[src/rtl/wb_reg_peripheral_pkg.sv]
// Shared types and helpers for the Wishbone register peripheral:
// FSM state encoding, default tag width and a ceil-log2 helper.
package wb_reg_peripheral_pkg;

   typedef enum logic [1:0] {
      ST_IDLE = 2'd0,
      ST_WAIT = 2'd1,
      ST_RESP = 2'd2
   } wb_state_t;

   localparam int unsigned DEF_TAG_WIDTH = 1;
   localparam int unsigned CNT_WIDTH     = 4;

   function automatic int unsigned clog2(input int unsigned value);
      int unsigned res;
      int unsigned v;
      res = 0;
      v   = (value > 0) ? value - 1 : 0;
      while (v > 0) begin
         res++;
         v = v >> 1;
      end
      return res;
   endfunction

endpackage

[src/rtl/wb_reg_peripheral_if.sv]
// Wishbone B4 classic bus bundle; master drives requests, slave drives terminations.
interface wb_reg_peripheral_if #(
   parameter int unsigned ADDR_WIDTH = 32,
   parameter int unsigned DATA_WIDTH = 32,
   parameter int unsigned SEL_WIDTH  = DATA_WIDTH / 8,
   parameter int unsigned TGDI_WIDTH = 1,
   parameter int unsigned TGDO_WIDTH = 1,
   parameter int unsigned TGA_WIDTH  = 1,
   parameter int unsigned TGC_WIDTH  = 1
);
   logic [ADDR_WIDTH-1:0] adr;
   logic [DATA_WIDTH-1:0] dat_wr;
   logic [DATA_WIDTH-1:0] dat_rd;
   logic                  ack;
   logic                  err;
   logic                  rty;
   logic                  cyc;
   logic                  stb;
   logic                  lock;
   logic                  we;
   logic [SEL_WIDTH-1:0]  sel;
   logic [TGDI_WIDTH-1:0] tgd_wr;
   logic [TGDO_WIDTH-1:0] tgd_rd;
   logic [TGA_WIDTH-1:0]  tga;
   logic [TGC_WIDTH-1:0]  tgc;

   modport master (
      output adr, dat_wr, cyc, stb, lock, we, sel, tgd_wr, tga, tgc,
      input  dat_rd, ack, err, rty, tgd_rd
   );

   modport slave (
      input  adr, dat_wr, cyc, stb, lock, we, sel, tgd_wr, tga, tgc,
      output dat_rd, ack, err, rty, tgd_rd
   );
endinterface

[src/rtl/wb_reg_peripheral_reg_bank.sv]
// Register storage: byte-enable write port, combinational read mux,
// RO_MASK selects between local storage and fabric-sampled regs_i.
module wb_reg_bank #(
   parameter int unsigned     DATA_WIDTH = 32,
   parameter int unsigned     SEL_WIDTH  = DATA_WIDTH / 8,
   parameter int unsigned     NUM_REGS   = 8,
   parameter int unsigned     IDX_WIDTH  = 3,
   parameter logic [NUM_REGS-1:0] RO_MASK = '0
) (
   input  logic                           clk,
   input  logic                           rst,
   input  logic                           wr_en,
   input  logic [IDX_WIDTH-1:0]           wr_idx,
   input  logic [SEL_WIDTH-1:0]           wr_sel,
   input  logic [DATA_WIDTH-1:0]          wr_dat,
   input  logic [IDX_WIDTH-1:0]           rd_idx,
   output logic [DATA_WIDTH-1:0]          rd_dat,
   input  logic [NUM_REGS*DATA_WIDTH-1:0] regs_i,
   output logic [NUM_REGS*DATA_WIDTH-1:0] regs_o
);

   logic [DATA_WIDTH-1:0] store [NUM_REGS];
   logic                  unused_regs_i;

   // RO lanes of regs_i are the only ones consumed; RW lanes are ignored.
   assign unused_regs_i = ^regs_i;

   always_ff @(posedge clk) begin
      if (rst) begin
         for (int unsigned i = 0; i < NUM_REGS; i++) begin
            store[i] <= '0;
         end
      end else begin
         for (int unsigned i = 0; i < NUM_REGS; i++) begin
            if (wr_en && !RO_MASK[i] && (wr_idx == IDX_WIDTH'(i))) begin
               for (int unsigned b = 0; b < SEL_WIDTH; b++) begin
                  if (wr_sel[b]) begin
                     store[i][b*8 +: 8] <= wr_dat[b*8 +: 8];
                  end
               end
            end
         end
      end
   end

   always_comb begin
      rd_dat = '0;
      for (int unsigned i = 0; i < NUM_REGS; i++) begin
         if (rd_idx == IDX_WIDTH'(i)) begin
            rd_dat = RO_MASK[i] ? regs_i[i*DATA_WIDTH +: DATA_WIDTH] : store[i];
         end
      end
   end

   always_comb begin
      regs_o = '0;
      for (int unsigned i = 0; i < NUM_REGS; i++) begin
         if (!RO_MASK[i]) begin
            regs_o[i*DATA_WIDTH +: DATA_WIDTH] = store[i];
         end
      end
   end

endmodule

[src/rtl/wb_reg_peripheral.sv]
// Wishbone B4 classic register slave: address decode, request latch, wait-state
// FSM and registered ack/err/data/tag response around a wb_reg_bank.
module wb_reg_peripheral
   import wb_reg_peripheral_pkg::*;
#(
   parameter int unsigned         ADDR_WIDTH  = 32,
   parameter int unsigned         DATA_WIDTH  = 32,
   parameter int unsigned         SEL_WIDTH   = DATA_WIDTH / 8,
   parameter int unsigned         TGDI_WIDTH  = DEF_TAG_WIDTH,
   parameter int unsigned         TGDO_WIDTH  = DEF_TAG_WIDTH,
   parameter int unsigned         TGA_WIDTH   = DEF_TAG_WIDTH,
   parameter int unsigned         TGC_WIDTH   = DEF_TAG_WIDTH,
   parameter int unsigned         NUM_REGS    = 8,
   parameter logic [ADDR_WIDTH-1:0] BASE_ADDR = '0,
   parameter int unsigned         WAIT_STATES = 1,
   parameter logic [NUM_REGS-1:0] RO_MASK     = '0
) (
   input  logic                           clk_i,
   input  logic                           rst_i,
   wb_reg_peripheral_if.slave             wb,
   output logic [NUM_REGS*DATA_WIDTH-1:0] regs_o,
   input  logic [NUM_REGS*DATA_WIDTH-1:0] regs_i
);

   localparam int unsigned             IDX_WIDTH = (NUM_REGS > 1) ? clog2(NUM_REGS) : 1;
   localparam logic [ADDR_WIDTH-1:0]   SEL_BYTES = ADDR_WIDTH'(SEL_WIDTH);
   localparam logic [ADDR_WIDTH-1:0]   REG_COUNT = ADDR_WIDTH'(NUM_REGS);
   localparam logic [CNT_WIDTH-1:0]    CNT_INIT  =
      (WAIT_STATES == 0) ? '0 : CNT_WIDTH'(WAIT_STATES - 1);

   wb_state_t              state, state_nxt;
   logic [CNT_WIDTH-1:0]   cnt;
   logic [IDX_WIDTH-1:0]   idx_q;
   logic                   we_q;
   logic                   err_q;
   logic [SEL_WIDTH-1:0]   sel_q;
   logic [DATA_WIDTH-1:0]  dat_q;
   logic [TGC_WIDTH-1:0]   tgc_q;

   logic [ADDR_WIDTH-1:0]  off;
   logic [ADDR_WIDTH-1:0]  word;
   logic                   req_err;
   logic                   accept;
   logic                   resp;
   logic                   commit;
   logic [DATA_WIDTH-1:0]  rd_dat;
   logic [TGDO_WIDTH-1:0]  tgd_echo;

   logic                   unused_lock;
   logic [TGDI_WIDTH-1:0]  unused_tgd;
   logic [TGA_WIDTH-1:0]   unused_tga;

   assign unused_lock = wb.lock;
   assign unused_tgd  = wb.tgd_wr;
   assign unused_tga  = wb.tga;
   assign wb.rty      = 1'b0;

   // Below-base addresses wrap to large offsets, but are flagged explicitly anyway.
   always_comb begin
      off     = wb.adr - BASE_ADDR;
      word    = off / SEL_BYTES;
      req_err = (wb.adr < BASE_ADDR) || (word >= REG_COUNT) || ((off % SEL_BYTES) != '0);
      if (!req_err && wb.we && RO_MASK[word[IDX_WIDTH-1:0]]) begin
         req_err = 1'b1;
      end
   end

   always_ff @(posedge clk_i) begin
      if (rst_i) begin
         state <= ST_IDLE;
      end else begin
         state <= state_nxt;
      end
   end

   always_comb begin
      state_nxt = state;
      case (state)
         ST_IDLE: begin
            if (wb.cyc && wb.stb) begin
               state_nxt = (WAIT_STATES == 0) ? ST_RESP : ST_WAIT;
            end
         end
         ST_WAIT: begin
            if (!wb.cyc) begin
               state_nxt = ST_IDLE;
            end else if (cnt == '0) begin
               state_nxt = ST_RESP;
            end
         end
         ST_RESP: state_nxt = ST_IDLE;
         default: state_nxt = ST_IDLE;
      endcase
   end

   always_comb begin
      accept = (state == ST_IDLE) && wb.cyc && wb.stb;
      resp   = (state == ST_RESP);
      commit = resp && we_q && !err_q;
   end

   always_ff @(posedge clk_i) begin
      if (rst_i) begin
         cnt   <= '0;
         idx_q <= '0;
         we_q  <= 1'b0;
         err_q <= 1'b0;
         sel_q <= '0;
         dat_q <= '0;
         tgc_q <= '0;
      end else if (accept) begin
         cnt   <= CNT_INIT;
         idx_q <= word[IDX_WIDTH-1:0];
         we_q  <= wb.we;
         err_q <= req_err;
         sel_q <= wb.sel;
         dat_q <= wb.dat_wr;
         tgc_q <= wb.tgc;
      end else if ((state == ST_WAIT) && (cnt != '0)) begin
         cnt <= cnt - 1'b1;
      end
   end

   always_comb begin
      tgd_echo = '0;
      for (int unsigned i = 0; i < TGDO_WIDTH; i++) begin
         if (i < TGC_WIDTH) begin
            tgd_echo[i] = tgc_q[i];
         end
      end
   end

   // Response is registered on the RESP edge, so it is seen the cycle after RESP.
   always_ff @(posedge clk_i) begin
      if (rst_i) begin
         wb.ack    <= 1'b0;
         wb.err    <= 1'b0;
         wb.dat_rd <= '0;
         wb.tgd_rd <= '0;
      end else begin
         wb.ack    <= resp && !err_q;
         wb.err    <= resp && err_q;
         wb.dat_rd <= (resp && !err_q && !we_q) ? rd_dat : '0;
         wb.tgd_rd <= resp ? tgd_echo : '0;
      end
   end

   wb_reg_bank #(
      .DATA_WIDTH (DATA_WIDTH),
      .SEL_WIDTH  (SEL_WIDTH),
      .NUM_REGS   (NUM_REGS),
      .IDX_WIDTH  (IDX_WIDTH),
      .RO_MASK    (RO_MASK)
   ) u_bank (
      .clk    (clk_i),
      .rst    (rst_i),
      .wr_en  (commit),
      .wr_idx (idx_q),
      .wr_sel (sel_q),
      .wr_dat (dat_q),
      .rd_idx (idx_q),
      .rd_dat (rd_dat),
      .regs_i (regs_i),
      .regs_o (regs_o)
   );

endmodule

[src/flat_wrapper.sv]
// flat-port wrapper written by rule: the top's interface ports become plain ports
module wb_reg_peripheral_flat import wb_reg_peripheral_pkg::*;
#(
   parameter int unsigned         ADDR_WIDTH  = 32,
   parameter int unsigned         DATA_WIDTH  = 32,
   parameter int unsigned         SEL_WIDTH   = DATA_WIDTH / 8,
   parameter int unsigned         TGDI_WIDTH  = DEF_TAG_WIDTH,
   parameter int unsigned         TGDO_WIDTH  = DEF_TAG_WIDTH,
   parameter int unsigned         TGA_WIDTH   = DEF_TAG_WIDTH,
   parameter int unsigned         TGC_WIDTH   = DEF_TAG_WIDTH,
   parameter int unsigned         NUM_REGS    = 8,
   parameter logic [ADDR_WIDTH-1:0] BASE_ADDR = '0,
   parameter int unsigned         WAIT_STATES = 1,
   parameter logic [NUM_REGS-1:0] RO_MASK     = '0
)
  (clk_i, rst_i, regs_o, regs_i, wb_adr, wb_dat_wr, wb_cyc, wb_stb, wb_lock, wb_we, wb_sel, wb_tgd_wr, wb_tga, wb_tgc, wb_dat_rd, wb_ack, wb_err, wb_rty, wb_tgd_rd);
  wb_reg_peripheral_if #(.ADDR_WIDTH(ADDR_WIDTH), .DATA_WIDTH(DATA_WIDTH), .SEL_WIDTH(SEL_WIDTH), .TGDI_WIDTH(TGDI_WIDTH), .TGDO_WIDTH(TGDO_WIDTH), .TGA_WIDTH(TGA_WIDTH), .TGC_WIDTH(TGC_WIDTH)) wb_i ();
  input  logic clk_i;
  input  logic rst_i;
  output logic [NUM_REGS*DATA_WIDTH-1:0] regs_o;
  input  logic [NUM_REGS*DATA_WIDTH-1:0] regs_i;
  input wire logic [$bits(wb_i.adr)-1:0] wb_adr;
  input wire logic [$bits(wb_i.dat_wr)-1:0] wb_dat_wr;
  input wire logic [$bits(wb_i.cyc)-1:0] wb_cyc;
  input wire logic [$bits(wb_i.stb)-1:0] wb_stb;
  input wire logic [$bits(wb_i.lock)-1:0] wb_lock;
  input wire logic [$bits(wb_i.we)-1:0] wb_we;
  input wire logic [$bits(wb_i.sel)-1:0] wb_sel;
  input wire logic [$bits(wb_i.tgd_wr)-1:0] wb_tgd_wr;
  input wire logic [$bits(wb_i.tga)-1:0] wb_tga;
  input wire logic [$bits(wb_i.tgc)-1:0] wb_tgc;
  output wire logic [$bits(wb_i.dat_rd)-1:0] wb_dat_rd;
  output wire logic [$bits(wb_i.ack)-1:0] wb_ack;
  output wire logic [$bits(wb_i.err)-1:0] wb_err;
  output wire logic [$bits(wb_i.rty)-1:0] wb_rty;
  output wire logic [$bits(wb_i.tgd_rd)-1:0] wb_tgd_rd;
  assign wb_i.adr = wb_adr;
  assign wb_i.dat_wr = wb_dat_wr;
  assign wb_i.cyc = wb_cyc;
  assign wb_i.stb = wb_stb;
  assign wb_i.lock = wb_lock;
  assign wb_i.we = wb_we;
  assign wb_i.sel = wb_sel;
  assign wb_i.tgd_wr = wb_tgd_wr;
  assign wb_i.tga = wb_tga;
  assign wb_i.tgc = wb_tgc;
  assign wb_dat_rd = wb_i.dat_rd;
  assign wb_ack = wb_i.ack;
  assign wb_err = wb_i.err;
  assign wb_rty = wb_i.rty;
  assign wb_tgd_rd = wb_i.tgd_rd;
  wb_reg_peripheral #(.ADDR_WIDTH(ADDR_WIDTH), .DATA_WIDTH(DATA_WIDTH), .SEL_WIDTH(SEL_WIDTH), .TGDI_WIDTH(TGDI_WIDTH), .TGDO_WIDTH(TGDO_WIDTH), .TGA_WIDTH(TGA_WIDTH), .TGC_WIDTH(TGC_WIDTH), .NUM_REGS(NUM_REGS), .BASE_ADDR(BASE_ADDR), .WAIT_STATES(WAIT_STATES), .RO_MASK(RO_MASK)) u_core (.clk_i(clk_i), .rst_i(rst_i), .wb(wb_i), .regs_o(regs_o), .regs_i(regs_i));
endmodule
[config.mk]
export PLATFORM = sky130hd
export DESIGN_NAME = wb_reg_peripheral_flat
export DESIGN_NICKNAME = d
export VERILOG_FILES = /design/src/rtl/wb_reg_peripheral_pkg.sv /design/src/rtl/wb_reg_peripheral_if.sv /design/src/rtl/wb_reg_peripheral_reg_bank.sv /design/src/rtl/wb_reg_peripheral.sv /design/src/flat_wrapper.sv
export SDC_FILE = /design/constraint.sdc
export NUM_CORES = 1
export LEC_CHECK = 0
export CAP_MARGIN = 10
export CELL_PAD_IN_SITES_DETAIL_PLACEMENT = 0
export CELL_PAD_IN_SITES_GLOBAL_PLACEMENT = 1
export CORE_AREA = 2 2 246 248
export CTS_CLUSTER_SIZE = 40
export DETAILED_ROUTE_END_ITERATION = 12
export DIE_AREA = 0 0 248 250
export GPL_TIMING_DRIVEN = 0
export MAX_ROUTING_LAYER = met4
export PLACE_DENSITY = 0.67
export SLEW_MARGIN = 0
export SYNTH_ARGS = -nofsm -noshare
export SYNTH_HDL_FRONTEND = slang
export SYNTH_SLANG_ARGS = --single-unit
[constraint.sdc]
create_clock -name clk_i -period 2.95 [get_ports clk_i]
set_input_delay 0.4425 -clock clk_i [delete_from_list [all_inputs] [get_ports clk_i]]
set_output_delay 0.4425 -clock clk_i [all_outputs]
set_load 0.05 [all_outputs]
# ---- Word level (Yosys, flattened, before mapping)
# Memories as Yosys holds them, arrays and structs flattened.
# Index checks and enable logic that the tools add are counted.
dict set report word_totals {
  register_bits 83
  latchBits 0
  mem_bits_rw 256
  romBits 8
  in_bits 333
  out_inout_bits 292
  mem_count 2
}
dict set report op_classes {
  add_sub_neg 1
  multipliers 0
  div 0
  order_cmp 3
  n_eq_ne 11
  shifts 0
  n_mux 148
  n_bitwise 34
  reduce_logical 33
}
# memory depth width rd rd_ports_with_merged_regs wr line_no
set memory_table {}
lappend memory_table {u_core.u_bank.store 8 32 8 0 8 wb_reg_peripheral_reg_bank.sv:22} ;# logic [DATA_WIDTH-1:0] store [NUM_REGS];
lappend memory_table {{(name not given)} 8 1 1 0 0 wb_reg_peripheral.sv:63} ;# if (!req_err && wb.we && RO_MASK[word[IDX_WIDTH-1:0]]) begin
# op n
set op_table {}
lappend op_table {{32-bit 2-to-1 mux} 8}
lappend op_table {{8-bit 2-to-1 mux} 32}
lappend op_table {{1-bit 2-to-1 mux} 104}
lappend op_table {{32-bit by 1-bit < comparator with 1-bit output, second input constant} 1}
lappend op_table {{1-bit bitwise OR} 32}
lappend op_table {{32-bit nonzero test} 1}
lappend op_table {{30-bit by 4-bit >= comparator with 1-bit output, second input constant} 1}
lappend op_table {{1-bit logical AND} 19}
lappend op_table {{3-bit equality test, second input constant} 4}
lappend op_table {{3-bit by 2-bit equality test with 1-bit output, second input constant} 2}
lappend op_table {{2-bit 2-to-1 mux} 3}
lappend op_table {{2-bit OR reduction} 3}
lappend op_table {{4-bit zero test} 1}
lappend op_table {{3-bit by 4-bit < comparator with 1-bit output, second input constant} 1}
lappend op_table {{2-bit case mux with 2 select lines} 1}
lappend op_table {{4-bit nonzero test} 1}
lappend op_table {{4-bit by 1-bit subtractor with 4-bit output, second input constant} 1}
lappend op_table {{3-bit by 1-bit equality test with 1-bit output, second input constant} 1}
lappend op_table {{1-bit zero test} 3}
lappend op_table {{3-bit zero test} 1}
lappend op_table {{3-bit by 2-bit inequality test with 1-bit output, second input constant} 1}
lappend op_table {{2-bit by 1-bit equality test with 1-bit output, second input constant} 1}
lappend op_table {{2-bit equality test, second input constant} 1}
lappend op_table {{2-bit zero test} 1}
lappend op_table {{other kinds (4)} 6}

# ---- Depth between registers and ports, before layout
# Gate-level depths: netlist of run 1.
dict set report depth {
  word_depth 9
  mapped_depth 7
  mapped_depth_nobuf 5
}

# ---- Modules after synthesis
# Synthesis of run 1 repeated with hierarchy kept, for this count alone.
dict set report unflattened {
  cells_unflattened 1144
  area_unflattened_um2 14086.0
}
# module instances cells_per_inst area_per_inst_um2
set modules_own_cells {}
lappend modules_own_cells {wb_reg_bank 1 838 11273.3}
lappend modules_own_cells {wb_reg_peripheral 1 306 2812.7}

# ---- Worst setup path before layout of run 1
# No wires, ideal clock.
dict set report synth_timing {
  path_type {input port to flip-flop}
  start {input rst_i}
  end {memory u_core.u_bank.store[7][4] (netlist: u_core.u_bank.store[1][100]), enable pin}
  setup_time_ns 0.326
  t_arrival_ns 1.442
  t_required_ns 2.624
  setup_slack_ns 1.182
  cell_stages 4
  path_cell_list {clkbuf_1 -> clkbuf_1 -> clkbuf_1 -> a21o_1}
}
# item line_no
set synth_rtl {}
lappend synth_rtl {{start, declared} flat_wrapper.sv:19} ;# input logic rst_i;
lappend synth_rtl {{end, declared} wb_reg_peripheral_reg_bank.sv:22}

# ---- Worst setup path in the final report of run 1
dict set report layout_timing {
  start {register u_core.idx_q[1]}
  end {register u_core.wb.dat_rd[30]}
}
dict set report layout_between {
  elab_chain_len 9
  elab_cells_between_ends 16
}
# item line_no
set layout_rtl {}
lappend layout_rtl {{start, declared} wb_reg_peripheral.sv:33} ;# logic [IDX_WIDTH-1:0] idx_q;
lappend layout_rtl {{start signal, assigned} wb_reg_peripheral.sv:113} ;# idx_q <= word[IDX_WIDTH-1:0];
lappend layout_rtl {{3-bit zero test} wb_reg_peripheral_reg_bank.sv:49} ;# if (rd_idx == IDX_WIDTH'(i)) begin
lappend layout_rtl {{32-bit 2-to-1 mux (7 in a row)} wb_reg_peripheral_reg_bank.sv:49}
lappend layout_rtl {{32-bit 2-to-1 mux (*)} wb_reg_peripheral_reg_bank.sv:49}
lappend layout_rtl {{end signal, assigned} wb_reg_peripheral.sv:143} ;# wb.dat_rd <= (resp && !err_q && !we_q) ? rd_dat : '0;
lappend layout_rtl {{end, declared} wb_reg_peripheral_if.sv:34} ;# output dat_rd, ack, err, rty, tgd_rd
# Every way passes the cells marked *; elsewhere a longest branch is shown, timed or not.
# A chain may end at the register's enable or synchronous reset.

==> reports/results.ini, run 1 <==
[power]
ir_drop_v=0.0003346
powerDensity_mw_per_mm2=592.4
seqPwrFrac=0.448
p_comb_frac=0.131
clkPwrFrac=0.421
p_leak_nw=7.209
swShare=0.2692
internal_power_mw=8.853
p_switching_mw=3.262

[die]
io_pins=625
initial_utilization=0.2427
die_area_mm2=0.06200
die_w_um=248
rows=90
core_mm2=0.05957
die_h_um=250

[placement]
gp_congestion=0.8527
hpwl_mm=51.78
dp.cells=2406
numPortBuffers=363

[synthesis]
netlist_instances=1261
ys_seq_area_frac=0.6468
yosys.area_share.simple=0.1529
yosysTopAreaCell=edfxtp_1
synthArstFlopShare=0
synth.mux.area_fraction=0.01593
synth_compound_gate_area_share=0.1222
synthAdderAreaFrac=0.0008656
synth_area_leaders=edfxtp_1 53%, dfxtp_1 11%, nor2_1 5.2%, inv_1 2.9%, nand2_1 2.8%
yosysMostFrequentCell=edfxtp_1
synth_common_cells=256 x edfxtp_1, 201 x nor2_1, 112 x inv_1, 109 x nand2_1, 83 x dfxtp_1
synth_top_family_by_area=simple AND/OR/NAND/NOR gates
yosysTopAreaCellShare=0.5318
ys_ff_latch=339
synth_area_mm2=0.01446
synthXorXnorAreaFrac=0.001818
synth.net_count=1595
syn_avg_cell_area_um2=11.46
ys_types=50
synth_edf_count=256
synthFlopType=edfxtp_1
synth_warnings=0

[layout]
finalNonFillerCells=2483
fin_nets=1999
fill_cells=5873
area_growth_pct=41.47
drive_above_1_share=0.09493
post-route-util=0.3433

[clocking]
cts_made_buffers=39
hold_buffers=0
clkSlewWorstSetupHoldPaths_ns=0.06
clk_latency_ns=0.57
cts_buffer_depth=3
cts_tree=built
clkSinkCount=339
htree_num_levels=2
clockRootBuffer=clkbuf_16

[setup_path]
worstPathMaxFanout=10
end_kind=flop
crit_slowest_cell=clkbuf_1
cp-start-kind=flop
crit_type=flop to flop
critical_path.max_stage_delay_ns=0.92
cp.arrival_ns=3.25
cp_data_required_time_ns=3.38
worstPathCellList=buf_4, buf_6, buf_2, clkbuf_1, a22oi_1, o2111ai_1, o211ai_1

[sta]
tightestPinTransition_ns=1.283
post-route-period-util=0.9570
timing.fmax_mhz=354.2
worst_clock_skew_ns=0.02489
rsz0062_at_grt=false
drv_slew=0
finalHoldViolCount=0
period_needed_ns=2.823
maxSlewHeadroom=0.1446
hold_slack_ns=0.3448
setup_viol=0

[run]
drv_cap=0

[drt]
drc=0
wirelength_mm=68.53
num_vias=12041
wl_per_cell_um=27.60
ant_nets=0
drt_iter0_markers=1168
viasPerCell=4.849
dr.pass1.iters=5

[global_route]
first_global_vias=12058
grt_pass1_wl_mm=92.95
antenna_found_initial=2
grt_max_degree=14
grt_usage=0.2236
grt_overflow=0

[min_path]
min_path_type=primary input to flop

[outcome]
status=complete, no violations

-- critical path, delay by kind of cell, from the launching register on --
family	cells	cell delay [ns]
AO/OA/AOI/OAI	3	0.76
flip-flops	1	0.31
buffers and inverters	4	1.60
-- per-stage QoR --
| step | setup TNS (ns) | cell area [um^2] | setup WS [ns] | power, mW |
|---|---|---|---|---|
| after floorplan | 0 | 14460 | 1.182 | 6.379 |
| after global placement | -4.518 | 19070 | -0.2285 | 7.091 |
| after detailed placement | -6.237 | 19070 | -0.2661 | 7.105 |
| after CTS | 0 | 20420 | 0.03074 | 12.18 |
| after global routing | 0 | 20440 | 0.06104 | 12.44 |
| final | 0 | 20450 | 0.1268 | 12.11 |
-- layer usage --
layer,GRT usage,share of wire,vias up
li1,-,-,5312
met1,0.3141,0.46,5991
met2,0.3250,0.43,666
met3,0.05054,0.095,72
met4,0.05389,0.020,0
met5,-,0,-
-- cells in the final DEF (no fill, tap or decap), types with 3 or more instances in the layout --
| cell type | Yosys | final |
|---|---|---|
| a21oi_1 | 69 | 69 |
| nor2_1 | 201 | 199 |
| a221oi_2 | 22 | 22 |
| clkbuf_16 | 0 | 41 |
| nand2b_1 | 63 | 58 |
| edfxtp_1 | 256 | 256 |
| nand3_1 | 29 | 29 |
| o21bai_1 | 26 | 26 |
| and2_1 | 5 | 5 |
| nor3_1 | 5 | 5 |
| nor2_2 | 1 | 3 |
| mux2i_1 | 14 | 14 |
| a221oi_1 | 8 | 8 |
| mux4_2 | 4 | 4 |
| buf_2 | 33 | 33 |
| nand2_1 | 109 | 109 |
| nor4b_1 | 3 | 3 |
| nor4_1 | 32 | 32 |
| o221a_2 | 4 | 4 |
| clkbuf_8 | 0 | 10 |
| clkdlybuf4s50_1 | 0 | 363 |
| nor2b_1 | 4 | 3 |
| bufinv_16 | 0 | 3 |
| o211ai_1 | 28 | 28 |
| buf_1 | 3 | 3 |
| o21ai_0 | 4 | 4 |
| a21o_1 | 8 | 8 |
| buf_6 | 6 | 6 |
| a22oi_1 | 28 | 28 |
| nand3_2 | 8 | 8 |
| dfxtp_1 | 83 | 83 |
| clkbuf_1 | 30 | 42 |
| diode_2 | 0 | 5 |
| inv_1 | 112 | 112 |
| nand2b_2 | 0 | 5 |
| buf_4 | 10 | 10 |
| and3_1 | 4 | 4 |
| o2111ai_1 | 28 | 28 |
-- cell type report --
cell class | count | area, um^2 | area share
antenna | 5 | 12.51 | 0.0006118
buffer | 82 | 431.7 | 0.02111
clock buffer | 63 | 1209 | 0.05910
clock inverter | 9 | 141.4 | 0.006914
inverter | 113 | 424.2 | 0.02074
multi-input combinational | 727 | 4270 | 0.2088
sequential | 339 | 9349 | 0.4572
tap | 782 | 978.4 | 0.04785
timing repair buffer | 363 | 3633 | 0.1777
-- logic make-up (layout without fill, tap and decap cells) --
| logic type | after synthesis | in the layout |
|---|---|---|
| buffers and inverters | 195 | 630 |
| other | 1 | 6 |
| AND/OR/NAND/NOR | 475 | 475 |
| XOR/XNOR | 3 | 3 |
| adder cells (fa/ha/maj) | 1 | 1 |
| multiplexers | 18 | 18 |
| flip-flops | 339 | 339 |
| AO/OA/AOI/OAI | 229 | 229 |
-- flip-flops by register name, indices dropped and copies added (netlist names) --
| name | count |
|---|---|
| u_core.wb.tgd_rd | 1 |
| u_core.wb.dat_rd | 32 |
| u_core.we_q | 1 |
| u_core.tgc_q | 1 |
| u_core.idx_q | 3 |
| u_core.err_q | 1 |
| u_core.u_bank.store | 256 |
| u_core.dat_q | 32 |
| u_core.wb.ack | 1 |
| u_core.cnt | 4 |
| u_core.state | 2 |
| u_core.sel_q | 4 |
| u_core.wb.err | 1 |
-- power groups by stage --
| stage | clock (mW) | combinational, mW | sequential [mW] |
|---|---|---|---|
| after CTS | 5.17 | 1.58 | 5.42 |
| after global routing | 5.35 | 1.65 | 5.44 |
| after floorplan | 0 | 0.430 | 5.95 |
| after detailed placement | 0 | 1.58 | 5.52 |
| after global placement | 0 | 1.57 | 5.52 |
| final | 5.10 | 1.58 | 5.43 |
-- repair_timing --
item	in CTS	in global routing
setup buffers	0	0
endpoints found under the setup margin	56	40
gates resized for setup	3	5
cloned	0	0
-- path summary, 6_finish.rpt --
check | start | endpoint | slack [ns] | depth (start not counted)
worst max-delay path | u_core.idx_q[1]$_SDFFE_PP0P_ | u_core.wb.dat_rd[30]$_SDFF_PP0_ | 0.13 | 7
worst min-delay path | rst_i | u_core.wb.ack$_SDFF_PP0_ | 0.34 | 2
worst max register to register | u_core.idx_q[1]$_SDFFE_PP0P_ | u_core.wb.dat_rd[30]$_SDFF_PP0_ | 0.13 | 7
worst min register to register | u_core.dat_q[8]$_SDFFE_PP0P_ | u_core.dat_q[8]$_SDFFE_PP0P_ | 0.46 | 2
Power figures use the tool's default switching activity.
==> run 2, diff against run 1 <==
--- a/config.mk
+++ b/config.mk
@@ -6,15 +6,12 @@
 export NUM_CORES = 1
 export LEC_CHECK = 0
 export CAP_MARGIN = 10
-export CELL_PAD_IN_SITES_DETAIL_PLACEMENT = 0
-export CELL_PAD_IN_SITES_GLOBAL_PLACEMENT = 1
-export CORE_AREA = 2 2 246 248
-export CTS_CLUSTER_SIZE = 40
+export CORE_AREA = 2 2 242 244
+export CTS_CLUSTER_SIZE = 16
 export DETAILED_ROUTE_END_ITERATION = 12
-export DIE_AREA = 0 0 248 250
-export GPL_TIMING_DRIVEN = 0
+export DIE_AREA = 0 0 244 246
 export MAX_ROUTING_LAYER = met4
-export PLACE_DENSITY = 0.67
+export PLACE_DENSITY = 0.55
 export SLEW_MARGIN = 0
 export SYNTH_ARGS = -nofsm -noshare
 export SYNTH_HDL_FRONTEND = slang
==> reports/results.ini, run 2 (synthesized netlist as in run 1, its figures left out) <==
[die]
rows=88  ; -2.2%
die_w_um=244  ; -1.6%
die_h_um=246  ; -1.6%
initial_utilization=0.2520  ; +0.009326
core_mm2=0.05737  ; -3.7%
die_area_mm2=0.06002  ; -3.2%
io_pins=625  ; unchanged

[setup_path]
crit_type=flop to flop
end_kind=flop
cp_data_required_time_ns=3.15  ; -0.23 ns
cp.arrival_ns=2.98  ; -0.27 ns
cp-start-kind=flop
worstPathMaxFanout=23  ; +13

[clocking]
clk_latency_ns=0.57  ; about the same
clkSlewWorstSetupHoldPaths_ns=0.06  ; about the same
hold_buffers=0  ; unchanged
clkSinkCount=339  ; unchanged
cts_made_buffers=39  ; unchanged
htree_num_levels=2  ; unchanged
clockRootBuffer=clkbuf_16
cts_resized=0  ; -3
cts_tree=built
postCtsSetupRepairBufs=0  ; unchanged
cts_buffer_depth=3  ; unchanged

[sta]
finalHoldViolCount=0  ; unchanged
period_needed_ns=2.781  ; -0.04221 ns
rsz0062_at_grt=false
post-route-period-util=0.9427  ; -0.01431
drv_slew=0  ; unchanged
maxSlewHeadroom=0.3538  ; +0.2092
tightestPinTransition_ns=0.9657  ; -0.3173 ns
timing.fmax_mhz=359.6  ; +1.5%
worst_clock_skew_ns=0.02787  ; +0.002977 ns
setup_viol=0  ; unchanged
finalSetupTns_ns=0  ; unchanged

[drt]
ant_nets=0  ; unchanged
viasPerCell=4.747  ; -2.1%
wirelength_mm=56.79  ; -17%
wl_per_cell_um=23.53  ; -15%
dr.pass1.iters=5  ; unchanged
drt_iter0_markers=873  ; -25%
drc=0  ; unchanged
num_vias=11459  ; -4.8%

[global_route]
first_global_vias=11488  ; -4.7%
antenna_found_initial=3  ; +1
grt_overflow=0  ; unchanged
grt_max_degree=78  ; +64
grt_pass1_wl_mm=79.94  ; -14%
grt_usage=0.1894  ; -0.03420

[layout]
area_growth_pct=39.73
fin_area_mm2=0.02020  ; -1.2%
largest_reg_flops=256  ; unchanged
drive_above_1_share=0.09107  ; -0.003855
top_register=u_core.u_bank.store
final_cell_mix=363 x clkdlybuf4s50_1, 256 x edfxtp_1, 200 x nor2_1
fill_cells=5667  ; -3.5%
fin_nets=1950  ; -2.5%
layout_commonest_cell=clkdlybuf4s50_1
reg_top3=u_core.u_bank.store x256, u_core.dat_q x32, u_core.wb.dat_rd x32

[min_path]
min_path_type=primary input to flop

[outcome]
status=complete, no violations

[placement]
numPortBuffers=364  ; +0.28%
gp_congestion=0.8611  ; +0.99%
hpwl_mm=41.23  ; -20%
placed_area_mm2=0.01894  ; -0.68%

[power]
powerDensity_mw_per_mm2=579.7  ; -2.1%
ir_drop_v=0.0003689  ; +10%
p_leak_nw=7.053  ; -2.2%

[run]
drv_cap=0  ; unchanged

run 2: cell types whose count changed in the layout (fill, tap and decap cells not counted), moves of 4 or more:
cell,change
clkinv_2,+5
clkbuf_8,-5
nand2b_1,+4
buf_2,-33
nand2b_2,-4
buf_6,-6
clkbuf_1,-35
buf_4,+20
run 2: worst max-delay path, cell delays in order (launching register included):
cell and delay (ns):
dfxtp_4 0.62, nand2_1 0.09, nor2_1 0.74, nand2_1 0.47, nand2b_1 0.49
run 2: path summary, 6_finish.rpt:
check                                     start                                   endpoint  slack (ns)  depth (start not counted)
hold reg to reg   u_core.dat_q[13]$_SDFFE_PP0P_              u_core.dat_q[13]$_SDFFE_PP0P_        0.45                          2
hold / removal                            rst_i              u_core.dat_q[22]$_SDFFE_PP0P_        0.31                          2
setup reg to reg   u_core.idx_q[0]$_SDFFE_PP0P_  u_core.u_bank.store[0][117]$_SDFFCE_PN0P_        0.17                          4
setup / recovery   u_core.idx_q[0]$_SDFFE_PP0P_  u_core.u_bank.store[0][117]$_SDFFCE_PN0P_        0.17                          4
run 2: metrics by stage:
stage | hold WS (ns) | instances | utilization | setup WS (ns) | power (mW)
2_1_floorplan | 0.4321 | 1261 | - | 1.182 | 6.379
4_1_cts | 0.2824 | 2412 | 0.3520 | 0.07391 | 11.80
3_5_place_dp | 0.4483 | 2340 | 0.3301 | 0.07178 | 7.012
5_1_grt | 0.3301 | 2414 | 0.3521 | 0.1539 | 12.06
6_report | 0.3113 | 2414 | 0.3521 | 0.1690 | 11.71
3_3_place_gp | 0.4431 | 2340 | 0.3301 | 0.05761 | 7.002
run 2: where the power goes:
| part | switching (mW) | internal (mW) | leakage, nW |
|---|---|---|---|
| registers | 0.138 | 5.29 | 3.32 |
| logic | 1.00 | 0.476 | 3.12 |
| clock network | 2.04 | 2.76 | 0.614 |
run 2: layer usage:
metal  GRT usage  up-vias  share of wire
met3     0.05174       68          0.092
met4     0.04681        0          0.020
met2      0.2844      555           0.44
met1      0.2529     5626           0.45
met5           -        -              0
li1            -     5210              -
run 2: layout make-up:
type / count / area (um^2) / area share
inverters: 113 / 424.2 / 0.02100
well taps: 765 / 957.2 / 0.04739
diodes: 2 / 5.005 / 0.0002478
multi-input cells: 727 / 4280 / 0.2119
clock buffers: 51 / 1071 / 0.05303
clock inverters: 21 / 181.4 / 0.008982
repair buffers: 396 / 3919 / 0.1940
flip-flops and latches: 339 / 9360 / 0.4634
==> run 3, diff against run 2 <==
--- a/config.mk
+++ b/config.mk
@@ -6,12 +6,14 @@
 export NUM_CORES = 1
 export LEC_CHECK = 0
 export CAP_MARGIN = 10
-export CORE_AREA = 2 2 242 244
+export CELL_PAD_IN_SITES_DETAIL_PLACEMENT = 0
+export CELL_PAD_IN_SITES_GLOBAL_PLACEMENT = 2
+export CORE_AREA = 2 2 245 247
 export CTS_CLUSTER_SIZE = 16
 export DETAILED_ROUTE_END_ITERATION = 12
-export DIE_AREA = 0 0 244 246
+export DIE_AREA = 0 0 247 249
 export MAX_ROUTING_LAYER = met4
-export PLACE_DENSITY = 0.55
+export PLACE_DENSITY = 0.81
 export SLEW_MARGIN = 0
 export SYNTH_ARGS = -nofsm -noshare
 export SYNTH_HDL_FRONTEND = slang
==> reports/results.ini, run 3 (synthesized netlist as in run 1, its figures left out) <==
[layout]
multi_input_area_mm2=0.004278  ; about the same
drive_above_1_share=0.08606  ; -0.005014
area_growth_pct=40.15
top_register=u_core.u_bank.store
finalNonFillerCells=2430  ; +0.66%
reg_top3=u_core.u_bank.store x256, u_core.dat_q x32, u_core.wb.dat_rd x32
largest_reg_flops=256  ; unchanged
final_cell_mix=363 x clkdlybuf4s50_1, 256 x edfxtp_1, 201 x nor2_1
fin_nets=1952  ; +0.10%
fill_cells=5859  ; +3.4%
layout_commonest_cell=clkdlybuf4s50_1
seqCellArea_mm2=0.009360  ; unchanged
post-route-util=0.3452  ; -0.006896

[drt]
drc=0  ; unchanged
num_vias=11526  ; +0.58%
ant_nets=0  ; unchanged
dr.pass1.iters=7  ; +2
drt_iter0_markers=930  ; +6.5%
wl_per_cell_um=24.21  ; +2.9%
viasPerCell=4.743  ; about the same
wirelength_mm=58.82  ; +3.6%

[global_route]
first_global_vias=11425  ; -0.55%
grt_pass1_wl_mm=82.82  ; +3.6%
grt_max_degree=58  ; -26%
antenna_found_initial=7  ; +4
grt_usage=0.1932  ; +0.003791
grt_overflow=0  ; unchanged

[die]
io_pins=625  ; unchanged
rows=89  ; +1.1%
initial_utilization=0.2463  ; -0.005668
core_mm2=0.05869  ; +2.3%
die_w_um=247  ; +1.2%
die_area_mm2=0.06150  ; +2.5%
die_h_um=249  ; +1.2%

[sta]
timing.fmax_mhz=390.8  ; +8.7%
setup_viol=0  ; unchanged
rsz0062_at_grt=false
tightestPinTransition_ns=0.8358  ; -0.1299 ns
finalHoldViolCount=0  ; unchanged
finalSetupTns_ns=0  ; unchanged
maxSlewHeadroom=0.4428  ; +0.08898
post-route-period-util=0.8675  ; -0.07525
drv_slew=0  ; unchanged
setup_ws_ns=0.3910  ; +0.2220 ns
worst_clock_skew_ns=0.02364  ; -0.004232 ns
period_needed_ns=2.559  ; -0.2220 ns

[placement]
hpwl_mm=42.54  ; +3.2%
numPortBuffers=364  ; unchanged
dp.cells=2349  ; +0.38%
post-place-ws_ns=0.4214  ; +0.3497 ns
gp_congestion=0.8173  ; -5.1%

[min_path]
min_path_type=primary input to flop
min-delay-start=rst_i
hold_path_depth=2  ; unchanged

[power]
internal_power_mw=8.588  ; +0.72%
swShare=0.2688  ; -0.002983
seqPwrFrac=0.461  ; -0.002
p_comb_frac=0.128  ; +0.002
p_switching_mw=3.158  ; -0.79%
clkPwrFrac=0.412  ; +0.002
ir_drop_v=0.0003862  ; +4.7%
p_leak_nw=7.058  ; about the same
powerDensity_mw_per_mm2=579.8  ; about the same

[setup_path]
critical_path.max_stage_delay_ns=0.67  ; -0.07 ns
crit_slowest_cell=nand2b_1
end_kind=flop
crit_type=flop to flop
cp_data_required_time_ns=3.14  ; about the same
rr_startpoint=u_core.state[1]$_SDFFE_PP0P_
reg2reg_depth=4  ; unchanged
cp_top_family=simple AND/OR/NAND/NOR gates
crit_cells=4  ; unchanged
crit_start=u_core.state[1]$_SDFFE_PP0P_
cp.arrival_ns=2.75  ; -0.23 ns
crit_buf_inv=0  ; unchanged
cp-start-kind=flop
worstPathCellList=and4bb_2, and2_1, nand3_2, nand2b_1
worstPathMaxFanout=9  ; -61%

[clocking]
cts_tree=built
postCtsSetupRepairBufs=0  ; unchanged
clkSlewWorstSetupHoldPaths_ns=0.06  ; about the same
clkSinkCount=339  ; unchanged
cts_made_buffers=40  ; +2.6%
htree_num_levels=2  ; unchanged
hold_buffers=0  ; unchanged
cts_resized=0  ; unchanged
clockRootBuffer=clkbuf_16
clk_latency_ns=0.56  ; about the same
cts_buffer_depth=3  ; unchanged

[outcome]
status=complete, no violations

[run]
drv_cap=0  ; unchanged

## run 3: cell types whose count changed in the layout (fill, tap and decap cells not counted), sizes merged
cell and change:
inv -4, diode +5, clkbuf +7, buf +1, clkinvlp -1
## run 3: path summary, 6_finish.rpt
path	endpoint	slack [ns]
setup / recovery	u_core.u_bank.store[0][62]$_SDFFCE_PN0P_	0.39
hold / removal	u_core.wb.ack$_SDFF_PP0_	0.16
setup reg to reg	u_core.u_bank.store[0][62]$_SDFFCE_PN0P_	0.39
hold reg to reg	u_core.dat_q[25]$_SDFFE_PP0P_	0.46
## run 3: routing by layer
layer,vias up,part of all wire,global-route usage
met1,5645,0.46,0.2642
met4,0,0.025,0.05714
met3,87,0.11,0.06356
met5,-,0,-
li1,5215,-,-
met2,579,0.41,0.2695
## run 3: layout make-up
cell class / count / share of cell area
multi-input combinational: 727 / 0.2112
tap: 773 / 0.04774
inverter: 113 / 0.02094
antenna: 7 / 0.0008647
sequential: 339 / 0.4620
clock buffer: 58 / 0.05528
clock inverter: 16 / 0.006917
timing repair buffer: 397 / 0.1950
## run 3: metrics by stage
step / power [mW] / area (um^2) / hold WS [ns]
3_3_place_gp: 7.009 / 18980 / 0.4409
2_1_floorplan: 6.379 / 14460 / 0.4321
4_1_cts: 11.85 / 20240 / 0.1352
5_1_grt: 12.12 / 20260 / 0.1540
6_report: 11.75 / 20260 / 0.1643
3_5_place_dp: 7.020 / 18980 / 0.4478
## run 3: power groups by stage
| stage | sequential [mW] | combinational (mW) | clock, mW |
|---|---|---|---|
| after floorplan | 5.95 | 0.430 | 0 |
| after global placement | 5.51 | 1.50 | 0 |
| after detailed placement | 5.51 | 1.51 | 0 |
| after CTS | 5.41 | 1.51 | 4.92 |
| after global routing | 5.43 | 1.58 | 5.11 |
| final | 5.41 | 1.50 | 4.83 |
## run 3: worst reg2reg max path, stage by stage (launching register included)
cell,delay (ns)
dfxtp_1,0.45
and4bb_2,0.43
and2_1,0.30
nand3_2,0.34
nand2b_1,0.67
